`src/rtl/dummy_accelerator_pkg.sv`:
```
// Shared types and default widths for the dummy accelerator issuer.
// Contents:
//   - DA_* localparams: the default widths. The packed types below are sized
//     from them, so they must match the issuer's parameter values.
//   - acc_tag_t:   tag carried with each request and result, as {rd, id}.
//   - rob_entry_t: one reorder-buffer slot, as {busy, done, rd, data}.
package dummy_accelerator_pkg;

   localparam int unsigned DA_WIDTH     = 32;
   localparam int unsigned DA_IMM_WIDTH = 11;
   localparam int unsigned DA_RD_WIDTH  = 5;
   localparam int unsigned DA_ID_WIDTH  = 2;

   typedef struct packed {
      logic [DA_RD_WIDTH-1:0] rd;
      logic [DA_ID_WIDTH-1:0] id;
   } acc_tag_t;

   typedef struct packed {
      logic                   busy;
      logic                   done;
      logic [DA_RD_WIDTH-1:0] rd;
      logic [DA_WIDTH-1:0]    data;
   } rob_entry_t;

endpackage

```
`src/rtl/dummy_accelerator_rob.sv`:
```
// Reorder buffer for the dummy accelerator issuer. Slots are allocated in
// issue order. Results may fill slots in any order. Slots retire in order
// from the head.
// Ports:
//   clk_i, rst_i, flush_i        clock, synchronous reset, flush (both clear all state)
//   alloc_i, alloc_rd_i          allocate the slot at alloc_id_o for register rd
//   alloc_id_o                   id of the next slot to allocate
//   wr_i, wr_id_i, wr_rd_i,      write a result into slot wr_id_i. The write
//   wr_data_i                    takes effect only when wr_legal_o is high.
//   wr_legal_o                   the addressed slot is busy, not done, and its rd matches
//   head_valid_o, head_rd_o,     oldest slot holds a finished result
//   head_data_o, pop_i           pop_i retires the head slot
//   count_o                      number of allocated slots
module dummy_accelerator_rob
   import dummy_accelerator_pkg::*;
(
   input  logic                   clk_i,
   input  logic                   rst_i,
   input  logic                   flush_i,
   input  logic                   alloc_i,
   input  logic [DA_RD_WIDTH-1:0] alloc_rd_i,
   output logic [DA_ID_WIDTH-1:0] alloc_id_o,
   input  logic                   wr_i,
   input  logic [DA_ID_WIDTH-1:0] wr_id_i,
   input  logic [DA_RD_WIDTH-1:0] wr_rd_i,
   input  logic [DA_WIDTH-1:0]    wr_data_i,
   output logic                   wr_legal_o,
   output logic                   head_valid_o,
   output logic [DA_RD_WIDTH-1:0] head_rd_o,
   output logic [DA_WIDTH-1:0]    head_data_o,
   input  logic                   pop_i,
   output logic [DA_ID_WIDTH:0]   count_o
);

   localparam int unsigned DEPTH = 2 ** DA_ID_WIDTH;

   rob_entry_t             slot_q [DEPTH];
   rob_entry_t             slot_d [DEPTH];
   logic [DA_ID_WIDTH-1:0] alloc_ptr_q, alloc_ptr_d;
   logic [DA_ID_WIDTH-1:0] retire_ptr_q, retire_ptr_d;
   logic [DA_ID_WIDTH:0]   count_q, count_d;

   assign alloc_id_o   = alloc_ptr_q;
   assign count_o      = count_q;
   assign wr_legal_o   = slot_q[wr_id_i].busy && !slot_q[wr_id_i].done &&
                         (slot_q[wr_id_i].rd == wr_rd_i);
   assign head_valid_o = slot_q[retire_ptr_q].busy && slot_q[retire_ptr_q].done;
   assign head_rd_o    = slot_q[retire_ptr_q].rd;
   assign head_data_o  = slot_q[retire_ptr_q].data;

   // An allocation, a result and a retirement in the same cycle always touch
   // different slots. Allocation needs a free slot. A result needs a busy slot
   // that is not done. Retirement needs a done slot.
   always_comb begin
      slot_d       = slot_q;
      alloc_ptr_d  = alloc_ptr_q;
      retire_ptr_d = retire_ptr_q;
      count_d      = count_q;
      if (alloc_i) begin
         slot_d[alloc_ptr_q].busy = 1'b1;
         slot_d[alloc_ptr_q].done = 1'b0;
         slot_d[alloc_ptr_q].rd   = alloc_rd_i;
         alloc_ptr_d              = alloc_ptr_q + DA_ID_WIDTH'(1);
      end
      if (wr_i && wr_legal_o) begin
         slot_d[wr_id_i].done = 1'b1;
         slot_d[wr_id_i].data = wr_data_i;
      end
      if (pop_i) begin
         slot_d[retire_ptr_q].busy = 1'b0;
         slot_d[retire_ptr_q].done = 1'b0;
         retire_ptr_d              = retire_ptr_q + DA_ID_WIDTH'(1);
      end
      case ({alloc_i, pop_i})
         2'b10:   count_d = count_q + (DA_ID_WIDTH+1)'(1);
         2'b01:   count_d = count_q - (DA_ID_WIDTH+1)'(1);
         default: count_d = count_q;
      endcase
   end

   always_ff @(posedge clk_i) begin
      if (rst_i || flush_i) begin
         for (int i = 0; i < DEPTH; i++) slot_q[i] <= '0;
         alloc_ptr_q  <= '0;
         retire_ptr_q <= '0;
         count_q      <= '0;
      end else begin
         slot_q       <= slot_d;
         alloc_ptr_q  <= alloc_ptr_d;
         retire_ptr_q <= retire_ptr_d;
         count_q      <= count_d;
      end
   end

endmodule

```
`src/rtl/dummy_accelerator_issuer.sv`:
```
// Initiator side of the dummy accelerator. It tags core requests with
// {rd, id} and issues them through a one-entry output register. It collects
// results, which may return out of order, in a reorder buffer, and writes
// them back in issue order.
// Ports:
//   clk_i, rst_i, flush_i            clock, synchronous active-high reset, flush
//   req_valid_i/req_ready_o,         core request: rs1, imm, rd
//   req_rs1_i/req_imm_i/req_rd_i
//   acc_valid_o/acc_ready_i,         issue channel to the accelerator (registered)
//   acc_rs1_o/acc_imm_o/acc_tag_o
//   res_valid_i/res_ready_o,         result channel (always ready)
//   res_data_i/res_tag_i
//   wb_valid_o/wb_ready_i,           in-order register-file writeback
//   wb_rd_o/wb_data_o
//   outstanding_o, idle_o            allocated ROB slots, and high when none are allocated
//   proto_err_o                      sticky illegal-result flag, cleared only by reset
module dummy_accelerator_issuer
   import dummy_accelerator_pkg::*;
#(
   parameter int unsigned WIDTH     = DA_WIDTH,
   parameter int unsigned IMM_WIDTH = DA_IMM_WIDTH,
   parameter int unsigned RD_WIDTH  = DA_RD_WIDTH,
   parameter int unsigned ID_WIDTH  = DA_ID_WIDTH
) (
   input  logic                         clk_i,
   input  logic                         rst_i,
   input  logic                         flush_i,
   input  logic                         req_valid_i,
   output logic                         req_ready_o,
   input  logic [WIDTH-1:0]             req_rs1_i,
   input  logic [IMM_WIDTH-1:0]         req_imm_i,
   input  logic [RD_WIDTH-1:0]          req_rd_i,
   output logic                         acc_valid_o,
   input  logic                         acc_ready_i,
   output logic [WIDTH-1:0]             acc_rs1_o,
   output logic [IMM_WIDTH-1:0]         acc_imm_o,
   output logic [RD_WIDTH+ID_WIDTH-1:0] acc_tag_o,
   input  logic                         res_valid_i,
   output logic                         res_ready_o,
   input  logic [WIDTH-1:0]             res_data_i,
   input  logic [RD_WIDTH+ID_WIDTH-1:0] res_tag_i,
   output logic                         wb_valid_o,
   input  logic                         wb_ready_i,
   output logic [RD_WIDTH-1:0]          wb_rd_o,
   output logic [WIDTH-1:0]             wb_data_o,
   output logic [ID_WIDTH:0]            outstanding_o,
   output logic                         idle_o,
   output logic                         proto_err_o
);

   localparam logic [ID_WIDTH:0] DEPTH_C = (ID_WIDTH+1)'(2 ** ID_WIDTH);

   logic                 acc_valid_q, acc_valid_d;
   logic [WIDTH-1:0]     acc_rs1_q, acc_rs1_d;
   logic [IMM_WIDTH-1:0] acc_imm_q, acc_imm_d;
   acc_tag_t             acc_tag_q, acc_tag_d;
   logic                 proto_err_q, proto_err_d;

   acc_tag_t             res_tag;
   logic [ID_WIDTH-1:0]  alloc_id;
   logic [ID_WIDTH:0]    count;
   logic                 req_fire, res_wr, wr_legal, wb_pop;

   assign res_tag     = res_tag_i;
   assign req_ready_o = !rst_i && (count < DEPTH_C) && (!acc_valid_q || acc_ready_i);
   assign req_fire    = req_valid_i && req_ready_o;
   // Results arriving in a flush cycle are dropped. They neither fill a slot
   // nor count as a protocol error.
   assign res_wr      = res_valid_i && !flush_i;
   assign wb_pop      = wb_valid_o && wb_ready_i;

   assign res_ready_o   = 1'b1;
   assign acc_valid_o   = acc_valid_q;
   assign acc_rs1_o     = acc_rs1_q;
   assign acc_imm_o     = acc_imm_q;
   assign acc_tag_o     = acc_tag_q;
   assign outstanding_o = count;
   assign idle_o        = (count == '0);
   assign proto_err_o   = proto_err_q;

   always_comb begin
      acc_valid_d = acc_valid_q;
      acc_rs1_d   = acc_rs1_q;
      acc_imm_d   = acc_imm_q;
      acc_tag_d   = acc_tag_q;
      proto_err_d = proto_err_q;
      if (req_fire) begin
         acc_valid_d  = 1'b1;
         acc_rs1_d    = req_rs1_i;
         acc_imm_d    = req_imm_i;
         acc_tag_d.rd = req_rd_i;
         acc_tag_d.id = alloc_id;
      end else if (acc_ready_i) begin
         acc_valid_d = 1'b0;
      end
      if (res_wr && !wr_legal) proto_err_d = 1'b1;
   end

   always_ff @(posedge clk_i) begin
      if (rst_i) begin
         acc_valid_q <= 1'b0;
         acc_rs1_q   <= '0;
         acc_imm_q   <= '0;
         acc_tag_q   <= '0;
         proto_err_q <= 1'b0;
      end else begin
         proto_err_q <= proto_err_d;
         if (flush_i) begin
            acc_valid_q <= 1'b0;
            acc_rs1_q   <= '0;
            acc_imm_q   <= '0;
            acc_tag_q   <= '0;
         end else begin
            acc_valid_q <= acc_valid_d;
            acc_rs1_q   <= acc_rs1_d;
            acc_imm_q   <= acc_imm_d;
            acc_tag_q   <= acc_tag_d;
         end
      end
   end

   dummy_accelerator_rob u_rob (
      .clk_i        (clk_i),
      .rst_i        (rst_i),
      .flush_i      (flush_i),
      .alloc_i      (req_fire),
      .alloc_rd_i   (req_rd_i),
      .alloc_id_o   (alloc_id),
      .wr_i         (res_wr),
      .wr_id_i      (res_tag.id),
      .wr_rd_i      (res_tag.rd),
      .wr_data_i    (res_data_i),
      .wr_legal_o   (wr_legal),
      .head_valid_o (wb_valid_o),
      .head_rd_o    (wb_rd_o),
      .head_data_o  (wb_data_o),
      .pop_i        (wb_pop),
      .count_o      (count)
   );

endmodule

```
`config.mk`:
```
export PLATFORM = sky130hd
export DESIGN_NAME = dummy_accelerator_issuer
export DESIGN_NICKNAME = d
export VERILOG_FILES = /design/src/rtl/dummy_accelerator_pkg.sv /design/src/rtl/dummy_accelerator_rob.sv /design/src/rtl/dummy_accelerator_issuer.sv
export SDC_FILE = /design/constraint.sdc
export NUM_CORES = 1
export LEC_CHECK = 0
export CORE_UTILIZATION = 50
export DETAILED_ROUTE_END_ITERATION = 16
export GPL_TIMING_DRIVEN = 0
export HOLD_SLACK_MARGIN = 0.12
export PLACE_DENSITY = 0.78
export SKIP_LAST_GASP = 1
export SLEW_MARGIN = 25
export SYNTH_ARGS = -nofsm -noshare
export SYNTH_HDL_FRONTEND = slang
export SYNTH_SLANG_ARGS = --single-unit
```
`constraint.sdc`:
```
create_clock -name clk_i -period 3.5 [get_ports clk_i]
set_clock_uncertainty 0.2 [all_clocks]
set_input_delay 0.7 -clock clk_i [delete_from_list [all_inputs] [get_ports clk_i]]
set_output_delay 0.7 -clock clk_i [all_outputs]
set_load 0.03 [all_outputs]
```
==> metrics.txt <==
result of the run=complete, no violations; kind of launch point of the worst setup path=register; mean area per synthesized cell=9.86 µm²; worst slew slack as a fraction of its limit=0.436; count of pins on the block boundary=190; setup fix buffers added after clock tree synthesis=0; non-filler cells in the finished layout=around 1400; main flop type after synthesis=sky130_fd_sc_hd__dfxtp_1; die span in y=137 µm; endpoint type of the worst setup path=output port; max incr delay on CP=just over 600 ps; initial core utilization=0.510; cell with the largest stage delay on the worst path=sky130_fd_sc_hd__clkdlybuf4s50_1; number of global-route vias before repair=7654; count of fill cells added during filler insertion=1414; CTS clk-pin slew, worst paths=60 ps; proportion of netlist area held by the largest area contributor=0.471; FF-to-FF setup slack=470 ps; fraction of registers with async set/reset=0; capture point of the worst reg-to-reg path=u_rob.count_o[2]; number of warnings printed during yosys synthesis=0; Worst Max-Slew Pin Slew=846 ps; leading cell type in the layout, fill and taps excluded=sky130_fd_sc_hd__nand2_1; arrival time of the worst setup path=2550 ps; mean number of vias per cell=~5.4; clock buffer depth=3; Buf/Inv on CP=3; router iterations before antenna repair=6; Seq cells post-synth=between 200 and 250; antenna diode count=0; top cell type by total area after synthesis=sky130_fd_sc_hd__dfxtp_1; count of final setup violators=0; worst-skew pair later-pin latency=520 ps; LEAKAGE=5.02 nW; via count=~7500; Power Dens Cells=460 nW/µm²; cts bufs inserted=24; combined area of all synthesized cells=9130 µm²; post-layout worst setup margin=45.1 ps; Post-DP HPWL=16.9 mm; gate family responsible for the most delay along the worst path=buffers and inverters; largest voltage drop on the vdd net=0.436 mV; x dimension of the die=137 µm; CP Class=register to output port; area of the core region=17900 µm²; end-of-flow core utilization=0.681; die area=18800 µm²; GRT Util Overall=0.264; pin count of the biggest net entering global routing=15; highest achievable clock rate=around 290 MHz; largest fanout of any net on the critical path=10; H-tree depth reported by CTS=1; Final Power=5.61 mW; Final #Nets=between 1000 and 1500; max-slew violation count=0; average wire length per cell after detail routing=17.6 µm; Sum Neg Setup Slack=0 ps; hold_buf cts=0; Root Buffer Master=sky130_fd_sc_hd__clkbuf_16; share of synthesized area occupied by flip-flops and latches=0.471; Distinct cells, synth=42; global-route wire length before repair=38.7 mm; Max Cap Violations=0; critical register-to-register path startpoint=u_rob.retire_ptr_q[0]; global route total overflow=0; depth of the worst register-to-register path=10; Iter 0 DRT Violations=316; Placer Congestion=0.792; signed area change from the synthesized netlist to the final layout=33.5%; TritonCTS clock tree=yes; number of rows created at floorplan=49; total area of multi-input combinational cells=4400 µm²; commonest cells after routing, fill and taps aside=290 x sky130_fd_sc_hd__nand2_1, 215 x sky130_fd_sc_hd__dfxtp_1, 160 x sky130_fd_sc_hd__clkdlybuf4s50_1, 132 x sky130_fd_sc_hd__mux2i_1, 80 x sky130_fd_sc_hd__a21oi_1; total wirelength of the detailed-routed design=24.4 mm; total of buffers placed on input and output ports=187; CP Data Required Time=2600 ps; number of instances on the worst hold path=2; post-layout min period=3450 ps; number of enable-type register cells in the synthesized netlist=0; Reg area=4300 µm²; min-delay src=acc_rs1_o[0]; final critical-path share of the clock period=0.987; top area cells in the synthesized netlist=sky130_fd_sc_hd__dfxtp_1 47%, sky130_fd_sc_hd__mux2i_1 14%, sky130_fd_sc_hd__nand2_1 12%; Critical Path, Cell by Cell=clkbuf_4 -> buf_4 -> mux4_2 -> clkdlybuf4s50_1; Setup Slack @ Placement=-429 ps; post-synthesis cell count=926; number of antenna violations at the first check in global routing=0; number of remaining DRC errors=0; number of instances in the placed design=1342; worst min-delay path endpoint=acc_rs1_o[0]; post-synth net total=roughly 1000; number of routed nets with antenna violations=0; proportion of layout cells with a drive suffix above 1=0.0978; Worst Hold Class=register to register; RSZ-0062 raised after global routing=true; clock sinks=215; Hold Vio Cnt, Final=0
metal layers:
metal,vias to the layer above,track usage,part of all wire
met5,-,0,0
met4,0,0.0885,0.025
met3,45,0.0670,0.073
met2,265,0.465,0.50
met1,3635,0.311,0.40
li1,3586,-,-
tightest hold or removal path, delay by kind of cell (launching register included):
family / cells / cell delay (ps)
AND/OR/NAND/NOR: 1 / 50
flip-flops: 1 / 310
AO/OA/AOI/OAI: 1 / 50
area by class of cell:
| cell class | count | area share |
|---|---|---|
| multi-input cells | 634 | 0.361 |
| flip-flops and latches | 215 | 0.353 |
| repair buffers | 187 | 0.153 |
| clock buffers | 31 | 0.0564 |
| plain buffers | 68 | 0.0351 |
| well taps | 229 | 0.0235 |
| clock inverters | 12 | 0.0159 |
| inverters | 8 | 0.00246 |
worst max path at each step:
| stage | start | end | depth (start not counted) |
|---|---|---|---|
| floorplan | acc_ready_i | u_rob.count_o[2] | 11 |
| global placement | rst_i | u_rob.count_o[2] | 11 |
| detailed placement | rst_i | u_rob.count_o[2] | 11 |
| CTS | u_rob.retire_ptr_q[0] | wb_data_o[30] | 4 |
| global route | u_rob.retire_ptr_q[1] | wb_data_o[30] | 4 |
| finish | u_rob.retire_ptr_q[1] | wb_data_o[30] | 4 |
cell families after synthesis:
logic type / after synthesis / share of synthesized area
XOR/XNOR: 11 / 0.0114
buffers and inverters: 77 / 0.0467
other: 1 / 0.000411
multiplexers: 173 / 0.246
AO/OA/AOI/OAI: 92 / 0.0544
AND/OR/NAND/NOR: 347 / 0.156
adder cells (fa/ha/maj): 10 / 0.0145
flip-flops: 215 / 0.471
per-stage QoR:
stage	instance area (µm²)	hold WS, ps
final	12200	252
after detailed placement	11300	245
after CTS	12200	254
after floorplan	9130	232
after global routing	12200	271
after global placement	11300	239
cell usage after synthesis (7+ instances only):
master / instances
sky130_fd_sc_hd__clkbuf_1: 40
sky130_fd_sc_hd__nor2_1: 12
sky130_fd_sc_hd__ha_1: 9
sky130_fd_sc_hd__buf_2: 7
sky130_fd_sc_hd__a21oi_1: 80
sky130_fd_sc_hd__mux4_2: 41
sky130_fd_sc_hd__mux2i_1: 132
sky130_fd_sc_hd__buf_6: 7
sky130_fd_sc_hd__nand2_1: 290
sky130_fd_sc_hd__dfxtp_1: 215
sky130_fd_sc_hd__nor2b_1: 7
sky130_fd_sc_hd__buf_1: 8
sky130_fd_sc_hd__nand3_1: 21
sky130_fd_sc_hd__inv_1: 7
repair_timing:
action / in CTS / in global routing
resized for setup: 33 / 13
cloned: 0 / 0
endpoints found under the setup margin: 38 / 20
report_power, final:
part	switching, mW	total [mW]	internal [mW]
registers	0.0100	2.47	2.46
clock network	1.02	2.78	1.76
logic	0.201	0.362	0.161
total	1.23	5.61	4.38
Note: power is estimated with default switching activity, not from simulation.
